### config.mk
export PLATFORM = sky130hd
export DESIGN_NAME = regfile_wb_arbiter
export DESIGN_NICKNAME = d
export VERILOG_FILES = /design/src/rtl/regfile_wb_arbiter.sv
export SDC_FILE = /design/constraint.sdc
export NUM_CORES = 1
export LEC_CHECK = 0
export ABC_CLOCK_PERIOD_IN_PS = 2450
export CAP_MARGIN = 25
export CORE_ASPECT_RATIO = 0.6
export CORE_UTILIZATION = 40
export DETAILED_ROUTE_END_ITERATION = 6
export PLACE_DENSITY = 0.76
export SYNTH_ARGS = -nofsm -noshare
export SYNTH_HDL_FRONTEND = slang
export SYNTH_SLANG_ARGS = --single-unit
### constraint.sdc
create_clock -name clock -period 2.45 [get_ports clock]
set_clock_uncertainty 0.15 [all_clocks]
set_input_delay 0.49 -clock clock [delete_from_list [all_inputs] [get_ports clock]]
set_output_delay 0.49 -clock clock [all_outputs]
set_load 0.005 [all_outputs]
### src/rtl/regfile_wb_arbiter.sv
// Register-file writeback arbiter: src0 (ALU/load) vs src1 (mul/div), with a src1 pending-write scoreboard.
// Latency: a grant in cycle N shows up as RegWrite/WriteReg/WriteData in cycle N+1; ready is combinational.
// Backpressure: src0 has fixed priority; src1 gets one forced grant after STARVE_LIMIT denials; the port never stalls.
// Optional feature macro WB_BYPASS_EN adds byp_valid/byp_reg/byp_data forwarding outputs.
module regfile_wb_arbiter #(
    parameter int STARVE_LIMIT = 4,
    parameter int NUM_REGS     = 32
) (
    input  logic                clock,
    input  logic                reset,
    input  logic                src0_valid,
    input  logic [4:0]          src0_reg,
    input  logic [31:0]         src0_data,
    output logic                src0_ready,
    input  logic                src1_valid,
    input  logic [4:0]          src1_reg,
    input  logic [31:0]         src1_data,
    output logic                src1_ready,
    input  logic                sb_set,
    input  logic [4:0]          sb_reg,
    output logic [NUM_REGS-1:0] sb_busy,
    output logic                RegWrite,
    output logic [4:0]          WriteReg,
    output logic [31:0]         WriteData
`ifdef WB_BYPASS_EN
    ,
    output logic                byp_valid,
    output logic [4:0]          byp_reg,
    output logic [31:0]         byp_data
`endif
);

    localparam int CNT_W = 4;
    localparam logic [CNT_W-1:0] LIMIT = CNT_W'(STARVE_LIMIT);

    logic [CNT_W-1:0]    starveCnt;
    logic [CNT_W-1:0]    starveInc;
    logic                forceGrant;
    logic                xfer0;
    logic                xfer1;
    logic                wbSrc1;
    logic [NUM_REGS-1:0] busyNext;

    // Force only overrides src0 when src1 actually has something to write.
    assign src0_ready = src0_valid & ~(forceGrant & src1_valid);
    assign src1_ready = src1_valid & (~src0_valid | forceGrant);
    assign xfer0      = src0_valid & src0_ready;
    assign xfer1      = src1_valid & src1_ready;

    // Saturating increment of the denial count.
    assign starveInc = (starveCnt == LIMIT) ? starveCnt : starveCnt + 1'b1;

    // Starvation tracking: count consecutive src1 denials, arm a one-shot forced grant at the limit.
    always_ff @(posedge clock or posedge reset) begin
        if (reset) begin
            starveCnt  <= '0;
            forceGrant <= 1'b0;
        end else if (xfer1) begin
            starveCnt  <= '0;
            forceGrant <= 1'b0;
        end else if (src1_valid) begin
            starveCnt <= starveInc;
            if (starveInc == LIMIT) begin
                forceGrant <= 1'b1;
            end
        end else begin
            // An idle src1 resets the streak; an armed force waits for the next src1 grant.
            starveCnt <= '0;
        end
    end

    // Output register: capture the winning write; register 0 is accepted but never enabled.
    always_ff @(posedge clock or posedge reset) begin
        if (reset) begin
            RegWrite  <= 1'b0;
            WriteReg  <= '0;
            WriteData <= '0;
            wbSrc1    <= 1'b0;
        end else if (xfer0) begin
            RegWrite  <= (src0_reg != 5'd0);
            WriteReg  <= src0_reg;
            WriteData <= src0_data;
            wbSrc1    <= 1'b0;
        end else if (xfer1) begin
            RegWrite  <= (src1_reg != 5'd0);
            WriteReg  <= src1_reg;
            WriteData <= src1_data;
            wbSrc1    <= (src1_reg != 5'd0);
        end else begin
            RegWrite <= 1'b0;
            wbSrc1   <= 1'b0;
        end
    end

    // Scoreboard next state: commit of a src1 write clears its bit, a new issue sets it (set wins).
    always_comb begin
        busyNext = sb_busy;
        if (RegWrite && wbSrc1) begin
            busyNext[WriteReg] = 1'b0;
        end
        if (sb_set && (sb_reg != 5'd0)) begin
            busyNext[sb_reg] = 1'b1;
        end
    end

    // Scoreboard state.
    always_ff @(posedge clock or posedge reset) begin
        if (reset) begin
            sb_busy <= '0;
        end else begin
            sb_busy <= busyNext;
        end
    end

`ifdef WB_BYPASS_EN
    // Forwarding view of the in-flight write; register 0 never forwards.
    assign byp_valid = RegWrite & (WriteReg != 5'd0);
    assign byp_reg   = WriteReg;
    assign byp_data  = WriteData;
`endif

endmodule

Word-level counts from Yosys, hierarchy flattened
Index checks and enable logic that the tools add are counted.
{"block": "totals", "reg_bits": 76, "inputBits": 84, "word_cells": 55}
{"block": "op_classes", "n_addsub": 1, "order_cmp": 4, "n_eq_ne": 2, "muxes": 19, "bitwise_logic": 11, "n_reduce_logical": 11}
{"op": "32-bit 2-to-1 mux", "count": 4}
{"op": "32-bit bitwise AND", "count": 1}
{"op": "32-bit NOT", "count": 1}
{"op": "32-bit bitwise OR", "count": 1}
{"op": "5-bit nonzero test", "count": 3}
{"op": "5-bit by 6-bit less-than comparator with 1-bit output, second input constant", "count": 2}
{"op": "4-bit 2-to-1 mux", "count": 3}
{"op": "1-bit demux with 5-bit select", "count": 2}
{"op": "5-bit by 1-bit greater-or-equal comparator with 1-bit output, second input constant", "count": 2}
{"op": "5-bit 2-to-1 mux", "count": 2}
{"op": "4-bit by 3-bit == test with 1-bit output, second input constant", "count": 2}
{"op": "1-bit 2-to-1 mux", "count": 8}
{"op": "2-bit nonzero test", "count": 3}
{"op": "1-bit bitwise AND", "count": 5}
{"op": "4-bit by 1-bit adder with 4-bit output, second input constant", "count": 1}
{"op": "1-bit logical AND", "count": 4}
{"op": "1-bit NOT", "count": 2}
{"op": "2-bit AND reduction", "count": 1}
{"op": "1-bit bitwise OR", "count": 1}

Logic depth before layout (Yosys ltp)
{"block": "depth", "depth_word": 9, "mapped_depth": 5, "depth_no_buf": 5}

Least setup slack after synthesis
No wires, ideal clock.
{"block": "synth_path", "kind": "reg-to-reg", "startpoint": "register starveCnt[0]", "endpoint": "register forceGrant", "setup_time_ps": 104, "arrival_ps": 1362, "setup_slack_ps": 834, "path_stages_with_launch": 6, "path_buffers": 0, "cell_sequence": "dfrtp_1 inv_2 ha_1 o21a_1 o311a_1 o41ai_2"}
{"block": "synth_between", "elab_chain_len": 5, "elab_cells_between_ends": 6, "classes_between": "add/sub (1); eq/ne (2); mux (1); reduce/logical (2)"}
{"element": "start, declared", "line_no": "36", "text": "logic [CNT_W-1:0] starveCnt;"}
{"element": "start signal, assigned", "line_no": "62", "text": "starveCnt <= starveInc;"}
{"element": "4-bit by 1-bit adder with 4-bit output / 4-bit by 3-bit == test with 1-bit output (equally long branches)", "line_no": "51", "text": "assign starveInc = (starveCnt == LIMIT) ? starveCnt : starveCnt + 1'b1;"}
{"element": "4-bit 2-to-1 mux *", "line_no": "51"}
{"element": "4-bit by 3-bit == test with 1-bit output *", "line_no": "63", "text": "if (starveInc == LIMIT) begin"}
{"element": "2-bit nonzero test (no source line) *"}
{"element": "2-bit AND reduction (no source line) *"}
{"element": "end signal, assigned", "line_no": "57", "text": "forceGrant <= 1'b0;"}
{"element": "end signal, assigned", "line_no": "60", "text": "forceGrant <= 1'b0;"}
{"element": "end signal, assigned", "line_no": "64", "text": "forceGrant <= 1'b1;"}
{"element": "end, declared", "line_no": "38", "text": "logic forceGrant;"}
Mark *: on every way between the ends. The rest lies on a longest branch, timed or not.
A chain may end at the register's enable or synchronous reset.

Worst setup path in the final report
{"block": "layout_path", "startpoint": "register forceGrant", "endpoint": "output port src1_ready"}
{"block": "layout_between", "elab_chain_len": 2}
{"element": "1-bit bitwise OR", "line_no": "46", "text": "assign src1_ready = src1_valid & (~src0_valid | forceGrant);"}
{"element": "1-bit bitwise AND", "line_no": "46"}
{"element": "end, declared", "line_no": "18", "text": "output logic src1_ready,"}
No other way between the ends.

==> metrics.txt <==
Buf/Inv on CP 2; GRT busiest layer met2; M1 GR Usage between 30% and 40%; # rows 27; Period minus WS final approximately 2300 ps; Nets between 600 and 700; Vias around 3.6k; clock group share of total power a little over a third; Leak about 2.3 nW; Area Overhead vs Synth 50.5%; Worst R2R Start starveCnt[0]; I/O Pins about 160; TNS Setup 0 ps; clock slew at reported path FFs roughly 60 ps; PwrDens around 670 nW/um^2; IO buf count ~160; Hold-fix buffers, CTS 0; crit share post-route roughly 92%; Non-Filler Instances 654; Final Hold Vio Count 0; DRC viols 0; register area share after synthesis around 48%; worst hold path depth 1; Final GP Congestion ~0.85; critical path class reg2out; Root Buffer clkbuf_16; Netlist cell types 40; Cells after Synth 365; fraction of layout instances using a drive strength above 1 8.59%; maximum clock rate ~440 MHz; CP peak stage delay between 400 and 500 ps; initial antenna violation count 0; WP data arrival 1620 ps; Slew headroom between 60 and 70%; CTS HTree Levels 3; worst-margin pin slew between 500 and 600 ps; Hold Startpoint sb_busy[0]; Synth area leader dfrtp_1; diode count 0; syn nets ~450; Synth Area in Compound Gates between 20 and 30%; RSZ-0062 raised after global routing false; yosys warns 0; largest family of logic cells by synthesized area compound AO/OA/AOI/OAI gates; Post-Synth Adder-Cell Area less than 1%; Inst Count DP approximately 640; mux contribution to synthesized area less than 1%; hpwl dp approximately 8500 um; Layout Utilization between 60% and 70%; Synth Cell Area ~4000 um^2; Yosys top cell area share 48.4%; Gate power share 24.5%; die area about 10,000 um^2; Num CTS Buffers 9; Die W ~130 um; routing usage on met2 34.5%; largest net degree at the start of global routing a little under 80; Worst Setup End Kind output pin; reg2reg path depth 5; Max Slew Vio Count 0; drt first-iter violations approximately 270; clk sinks 76; worst hold slack 336 ps; Post-Route WL 11,700 um; Max Cap Violations 0; die height 78.8 um; Hold Crit Endpoint sb_busy[0]; GRT overflow 0; Internal around 3.0 mW; FF-to-FF End forceGrant; CP startpoint kind register; Vias/cell between 5 and 6; Top Family by Delay on Critical Path buffers and inverters; Routed wire per std cell 17.9 um; CTS tree built; post-CTS setup buffer count 0; XOR/XNOR Fraction of Synth Area 0%; DRT Pass-1 Iters 5; core area approximately 9400 um^2; Clock Path Buffers 2; VDD IR max around 400 uV; met3 usage 6.60%; Area contributors post-synth dfrtp_1 (48%), o221a_1 (10%), o21ai_1 (8.3%); sw frac around 25%; CP cell instances nand2b_4 > nand2_4 > inv_2 > clkdlybuf4s50_1; vias in the first global route 3,535; status completed; Post-Synth Simple-Gate Area about a fifth; Worst-Skew Late Latency about 330 ps; Worst Hold Class reg2reg; Sw Pwr 979 uW; sequential share of power 38.9%; GRT Resource Usage Total between 20% and 30%; Setup violations, final 0; first-pass GRT wire length 18,300 um; Initial Util a little over two fifths; Avg Cell Area, Syn 10.8 um^2; worst path required time approximately 1800 ps; slowest cell on the critical path clkdlybuf4s50_1; reg2reg setup slack 710 ps; CP Max Fanout 11; Synth Register Bits between 70 and 80; Antenna Nets Post-Route 0
## cell type report
cell class	instances	area [um^2]
flip-flops and latches	76	1900
inverters	4	18.8
multi-input cells	264	1870
well taps	130	163
clock inverters	4	72.6
fillers	776	3450
repair buffers	165	1630
clock buffers	11	253
## how the worst max path moves through the flow
stage                            start         end  slack [ps]  cells past startpoint
final                       forceGrant  src1_ready         190                      4
after global routing        forceGrant  src1_ready         120                      4
after CTS                   forceGrant  src1_ready          60                      4
after detailed placement    src0_valid  src0_ready         410                      3
after global placement      src0_valid  src0_ready         420                      3
after floorplan           starveCnt[0]  forceGrant         830                      5
## through the flow
stage	setup WS, ps	cell area [um^2]	total power, mW
after floorplan	834	3930	1.92
after global placement	418	5590	2.51
after detailed placement	412	5590	2.53
after CTS	64.8	5910	3.98
after global routing	118	5910	4.14
final	189	5910	3.96
## cell usage in the layout (no fill, tap or decap), types with 4 or more instances in the layout
master	count
clkdlybuf4s50_1	153
nor2b_1	6
nand3b_1	9
clkbuf_16	9
or2_2	7
dfrtp_1	75
a21o_1	32
nand3_1	4
or3b_1	5
or2_1	25
buf_4	9
nand2_1	4
nor2_1	7
nand2b_1	33
a211o_1	5
o21ai_1	65
o221a_1	35
## layer usage
metal / up-vias / share of wire (%)
li1: 1664 / -
met1: 1774 / 48
met2: 136 / 44
met3: 13 / 6.5
met4: 0 / 1.2
met5: - / 0
## synth_stat cells
library cell / n
o221a_2: 2
ha_1: 2
buf_1: 1
nand2_1: 4
a21o_1: 32
nor3b_2: 1
nand3b_1: 9
a21oi_1: 1
nor2_1: 7
or2_0: 1
a211o_1: 5
nand2_4: 1
nand2b_1: 33
mux2i_1: 1
inv_1: 2
clkbuf_1: 9
or3b_1: 5
nand4_1: 2
or2_2: 7
o221a_1: 35
nand4b_1: 2
o311a_1: 1
or4_1: 2
and2b_1: 1
buf_2: 3
a21boi_2: 1
o41ai_2: 1
buf_6: 7
nand4bb_1: 2
nand2b_4: 1
buf_4: 1
nand3_1: 4
dfrtp_1: 76
or3_1: 2
nor2b_1: 6
and3_1: 1
o21a_1: 2
or2_1: 25
o21ai_1: 65
inv_2: 2
## kinds of logic (layout without fill, tap and decap cells)
logic type | Yosys count | after routing
muxes | 1 | 1
DFF | 76 | 76
and+or+nand+nor | 116 | 116
adders and majority gates | 2 | 2
AOI/OAI and AO/OA | 145 | 145
buffers and inverters | 25 | 184
## sequential cells by signal, summed over array words and instances (netlist names)
name        cells
RegWrite        1
WriteData      32
WriteReg        5
forceGrant      1
sb_busy        32
starveCnt       4
wbSrc1          1
## power groups by stage
stage | Combinational (mW) | Clock, mW | Sequential, mW
6_report | 0.970 | 1.45 | 1.54
5_1_grt | 1.04 | 1.53 | 1.56
4_1_cts | 0.973 | 1.47 | 1.54
3_5_place_dp | 0.969 | 0 | 1.56
3_3_place_gp | 0.949 | 0 | 1.56
2_1_floorplan | 0.358 | 0 | 1.56
## what timing repair did
| action | in CTS | in global routing |
|---|---|---|
| hold endpoints to repair | 0 | 0 |
| resized for setup | 0 | 1 |
| setup endpoints to repair | 0 | 1 |
Power figures use the tool's default switching activity.
